File: src/rtl/johnson_counter_pkg.sv
// johnson_counter_pkg: shared defaults for the Johnson counter slice
package johnson_counter_pkg;
  localparam int DEFAULT_WIDTH = 4;
endpackage

File: src/rtl/johnson_legal_chk.sv
// johnson_legal_chk: flags a word as a legal Johnson codeword (at most one adjacent-bit change)
module johnson_legal_chk #(
  parameter int WIDTH = 4
) (
  input  logic [WIDTH-1:0] word_i,
  output logic             legal_o
);
  logic [WIDTH-2:0] diff;
  // Clearing the lowest set bit leaves zero only when at most one bit was set.
  always_comb begin
    diff    = word_i[WIDTH-1:1] ^ word_i[WIDTH-2:0];
    legal_o = (diff & (diff - 1'b1)) == '0;
  end
endmodule

File: src/rtl/johnson_counter.sv
// johnson_counter: free-running self-correcting WIDTH-bit twisted-ring counter
module johnson_counter
  import johnson_counter_pkg::*;
#(
  parameter int WIDTH = DEFAULT_WIDTH
) (
  input  logic             clk,
  input  logic             reset,
  output logic [WIDTH-1:0] Q
);
  logic [WIDTH-1:0] q_q = '0;
  logic [WIDTH-1:0] q_d;
  logic             legal;
  johnson_legal_chk #(.WIDTH(WIDTH)) u_chk (
    .word_i (q_q),
    .legal_o(legal)
  );
  // Illegal words collapse to zero so the ring is re-entered at its start.
  always_comb q_d = legal ? {q_q[WIDTH-2:0], ~q_q[WIDTH-1]} : '0;
  always_ff @(posedge clk) begin
    if (reset) q_q <= '0;
    else       q_q <= q_d;
  end
  assign Q = q_q;
endmodule

File: config.mk
export PLATFORM = sky130hd
export DESIGN_NAME = johnson_counter
export DESIGN_NICKNAME = d
export VERILOG_FILES = /design/src/rtl/johnson_counter_pkg.sv /design/src/rtl/johnson_legal_chk.sv /design/src/rtl/johnson_counter.sv
export SDC_FILE = /design/constraint.sdc
export NUM_CORES = 1
export LEC_CHECK = 0
export CORE_AREA = 2 2 39 41
export CTS_CLUSTER_DIAMETER = 200
export DETAILED_ROUTE_END_ITERATION = 6
export DIE_AREA = 0 0 41 43
export PLACE_DENSITY_LB_ADDON = 0.3
export SKIP_CTS_REPAIR_TIMING = 1
export SLEW_MARGIN = 20
export SYNTH_ARGS = -nofsm -noshare
export SYNTH_HDL_FRONTEND = slang
export SYNTH_SLANG_ARGS = --single-unit
File: constraint.sdc
create_clock -name clk -period 1.6 [get_ports clk]
set_input_delay 0.24 -clock clk [delete_from_list [all_inputs] [get_ports clk]]
set_output_delay 0.24 -clock clk [all_outputs]
set_load 0.005 [all_outputs]
==> results of run 1 <==
[placed cells by master, fill, tap and decap left out]
master	netlist	final
clkdlybuf4s50_1	0	5
a2111oi_2	2	2
inv_1	2	2
nor3b_2	1	1
mux2i_1	2	2
dfxtp_1	4	4
nor3_1	1	1
nor2b_2	1	1
clkbuf_4	0	3
[final cells by class]
cell class / instances / share of cell area, %
clock buffers: 3 / 8.78
inverters: 2 / 2.93
repair buffers: 5 / 19.5
well taps: 16 / 7.80
flip-flops and latches: 4 / 31.2
multi-input cells: 7 / 29.8
[Yosys cell counts]
master,instances
dfxtp_1,4
mux2i_1,2
inv_1,2
nor3_1,1
a2111oi_2,2
nor3b_2,1
nor2b_2,1
[path summary, 6_finish.rpt]
check / start / endpoint / slack, ns / depth (start not counted)
worst max register to register: Q[2] / Q[1] / 0.73 / 2
worst min register to register: Q[2] / Q[3] / 0.52 / 2
worst min-delay path: Q[2] / Q[3] / 0.52 / 2
worst max-delay path: Q[3] / Q[3] / 0.16 / 1
[per-layer routing]
layer  part of all wire [%]  wire length, µm
met4                    2.0                6
met5                      0                0
met3                     16               48
met1                     45              134
met2                     37              110
[power groups by stage]
stage	sequential, W	clock (W)	combinational [W]
CTS	0.000111	0.000131	0.0000252
global route	0.000111	0.000136	0.0000273
finish	0.000111	0.000122	0.0000247
floorplan	0.000112	0	0.0000110
detailed placement	0.000112	0	0.0000250
global placement	0.000112	0	0.0000253
[per-stage QoR]
stage                     hold slack, ns  cells
after CTS                          0.525     37
final                              0.517     37
after global routing               0.543     37
after detailed placement           0.513     34
after global placement             0.510     34
after floorplan                    0.310     13
[kinds of logic (layout without fill, tap and decap cells)]
kind of cell | count (synthesis) | count (layout) | synth area share (%)
mux | 2 | 2 | 12.2
flops | 4 | 4 | 48.9
compound gates | 2 | 2 | 18.3
simple gates | 3 | 3 | 16.0
buf+inv | 2 | 10 | 4.58
==> flow_summary.ini, run 1 <==
[flow_run]
maxCapViolations = 0

[timing]
tns_ns = 0
skew_ns = 0.00325
finalSetupViolCount = 0
min_period_ns = 1.44
max_freq_mhz = 695
slew_headroom_pct = 83.5
rsz0062_at_grt = no
tightest_slew_ns = 0.247
worst_slack_ns = 0.161
slew_viol_final = 0
final_hold_viol_count = 0
fin_crit_sh_pct = 89.9

[detailed_routing]
vias = 131
wl_per_cell_um = 8.11
remaining_drc_errors = 0
viasPerCell = 3.54
wirelength_um = 300
drt_iter0_drc = 0
dr.pass1.iters = 1
ant_nets = 0

[floorplanning]
die_height_um = 43
start_util_pct = 11.8
core_area_um2 = 1380
ios = 6
die_w_um = 41
dieArea_um2 = 1760
rows = 14

[yosys]
yosysUniqueCellTypes = 7
syn-num-nets = 15
synth_area_per_cell_um2 = 12.6
ys.warnings.count = 0
syn-cell-area_um2 = 164
synth_area_leaders = dfxtp_1, a2111oi_2, mux2i_1
yosysSeqAreaShare_pct = 48.9
synth_top_area_cell = dfxtp_1
syn_inst = 13
synth-seq-cells = 4
synth.top_cell.area_share_pct = 48.9

[global_route]
grt_overflow = 0
grt_pass1_wl_um = 462
gr-usage-all-layers_pct = 4.82
busiest_layer = met4
met2_usage_pct = 4.69
grt_max_degree = 6
antenna_found_initial = 0
grt_pass1_vias = 126
use_met3_pct = 5.24
grt_util_met1_pct = 3.54

[pwr]
pwr-share-clk_pct = 47.3
p_comb_share_pct = 9.6
switching_share_pct = 20.4
powerDensity_nw_per_um2 = 1000
p_leak_nw = 0.0862
power.total_w = 0.000257
p_int_w = 0.000205
seqPwrFrac_pct = 43.1
max-vdd-ir-drop_mv = 0.274
switchingPower_w = 0.0000524

[layout]
final_util_pct = 18.5
layout.nets = 25
multi_input_area_um2 = 76.3
diodes = 0
fillerInstances = 149
drive_gt1_share_pct = 33.3
design_area_um2 = 256
syn2layout_area_growth_pct = 56.5
final-seq-area_um2 = 80.1
largest_reg_flops = 4

[placement]
dp_hpwl_um = 228
gp_congestion = 0.558
pre_cts_slack_ns = 0.393
placed_area_um2 = 234
port_buffers = 5

[run_status]
status = finished clean

[clocking]
path_clk_slew_ns = 0.04
clock-sinks = 4
clockRootBuffer = clkbuf_4
cts_buffers = 3
cts_tree = done
htreeDepth = 1
clockBufferDepth = 2
worstSkewPairLatency_ns = 0.23

[critical_path]
cp-end-kind = primary output
crit_path_top_delay_cell = clkdlybuf4s50_1
arrival_ns = 1.20
slowest_delay_ns = 0.54
crit_path_start_kind = flop
cp.required_ns = 1.36
path_class = flop to primary output
path_buf_inv = 1
cp_cell_sequence = clkdlybuf4s50_1
critPathTopFamily = buffers and inverters
crit_path_max_fanout = 5

[hold_path]
hold_class = flop to flop
(Power assumes the default switching activity.)
==> run 2, diff against run 1 <==
--- a/config.mk
+++ b/config.mk
@@ -9,7 +9,7 @@
 export CTS_CLUSTER_DIAMETER = 200
 export DETAILED_ROUTE_END_ITERATION = 6
 export DIE_AREA = 0 0 41 43
-export PLACE_DENSITY_LB_ADDON = 0.3
+export PLACE_DENSITY_LB_ADDON = 0.1
 export SKIP_CTS_REPAIR_TIMING = 1
 export SLEW_MARGIN = 20
 export SYNTH_ARGS = -nofsm -noshare
==> flow_summary.ini, run 2 (synthesized netlist as in run 1, its figures left out) <==
[run_status]
status = finished clean

[timing]
tightest_slew_ns = 0.259
slew_headroom_pct = 82.7
rsz0062_at_grt = no
tns_ns = 0
skew_ns = 0.00215
slew_viol_final = 0
finalSetupViolCount = 0
hold_slack_ns = 0.520
final_hold_viol_count = 0
min_period_ns = 1.48
fin_crit_sh_pct = 92.6
max_freq_mhz = 675

[clocking]
worstSkewPairLatency_ns = 0.23
clock-sinks = 4
htreeDepth = 1
clockBufferDepth = 2
path_clk_slew_ns = 0.04
cts_buffers = 3
cts_tree = done
clockRootBuffer = clkbuf_4

[floorplanning]
start_util_pct = 11.8
die_w_um = 41
ios = 6
rows = 14
dieArea_um2 = 1760
core_area_um2 = 1380
die_height_um = 43

[detailed_routing]
met1Wirelength_um = 153
top_layer_used = met4
ant_nets = 0
remaining_drc_errors = 0
drt_iter0_drc = 1
wl_per_cell_um = 9.43
route.met2.wl_um = 141
dr.pass1.iters = 2
wl_met3_um = 36
viasPerCell = 3.57
vias = 132
wirelength_um = 349

[critical_path]
reg2reg_slack_ns = 0.71
critPathTopFamily = buffers and inverters
crit_path_top_delay_cell = clkdlybuf4s50_1
path_buf_inv = 1
arrival_ns = 1.24
cp-end-kind = primary output
cp-startpoint = Q[3]
r2r_start = Q[0]
slowest_delay_ns = 0.55
cp_cell_sequence = clkdlybuf4s50_1
cp.required_ns = 1.36
crit_path_max_fanout = 5
path_class = flop to primary output
crit_path_start_kind = flop

[layout]
syn2layout_area_growth_pct = 56.5
final_common_cell = clkdlybuf4s50_1
layout.nets = 25
largest_reg_flops = 4
drive_gt1_share_pct = 33.3
diodes = 0
fillerInstances = 165
design_area_um2 = 256
final_cell_mix = clkdlybuf4s50_1, dfxtp_1, clkbuf_4

[global_route]
gr-usage-all-layers_pct = 6.33
antenna_found_initial = 0
grt_overflow = 0
grt_pass1_wl_um = 627
grt_pass1_vias = 146
grt_max_degree = 6

[hold_path]
hp-start = Q[2]
hold_class = flop to flop

[flow_run]
maxCapViolations = 0

[pwr]
switching_share_pct = 21.2
pwr-share-clk_pct = 47.7
p_comb_share_pct = 9.5
p_leak_nw = 0.0862
switchingPower_w = 0.0000552
powerDensity_nw_per_um2 = 1010
max-vdd-ir-drop_mv = 0.175
seqPwrFrac_pct = 42.8
p_int_w = 0.000205

[placement]
gp_congestion = 0.598
dp_hpwl_um = 270
placed_area_um2 = 234
port_buffers = 5
-- run 2: path summary, 6_finish.rpt --
check / cells after the start / to
hold / removal: 2 / Q[3]
setup / recovery: 1 / Q[3]
hold reg to reg: 2 / Q[3]
setup reg to reg: 2 / Q[0]
-- run 2: area by class of cell --
cell class	instances	area [µm²]	area share (%)
sequential	4	80.1	31.2
tap	16	20.0	7.80
multi-input combinational	7	76.3	29.8
clock buffer	3	22.5	8.78
inverter	2	7.51	2.93
timing repair buffer	5	50.0	19.5
-- run 2: stage by stage --
stage | util [%] | setup WS (ns) | total power [W] | instances
6_report | 18.5 | 0.118 | 0.000260 | 37
5_1_grt | 18.5 | 0.0657 | 0.000278 | 37
4_1_cts | 18.5 | 0.114 | 0.000267 | 37
3_5_place_dp | 16.9 | 0.361 | 0.000138 | 34
3_3_place_gp | 16.9 | 0.344 | 0.000139 | 34
2_1_floorplan | - | 0.765 | 0.000123 | 13
-- run 2: power groups by stage --
stage,logic [W],clock network [W],registers (W)
after floorplan,0.0000110,0,0.000112
after global placement,0.0000258,0,0.000113
after detailed placement,0.0000251,0,0.000113
after CTS,0.0000252,0.000130,0.000112
after global routing,0.0000273,0.000138,0.000112
final,0.0000247,0.000124,0.000111
-- run 2: layer usage --
layer  vias to the layer above  GRT usage (%)
met5                         -              0
met4                         0           8.00
met3                         2           4.71
met2                         7           5.94
met1                        60           7.40
li1                         63              -
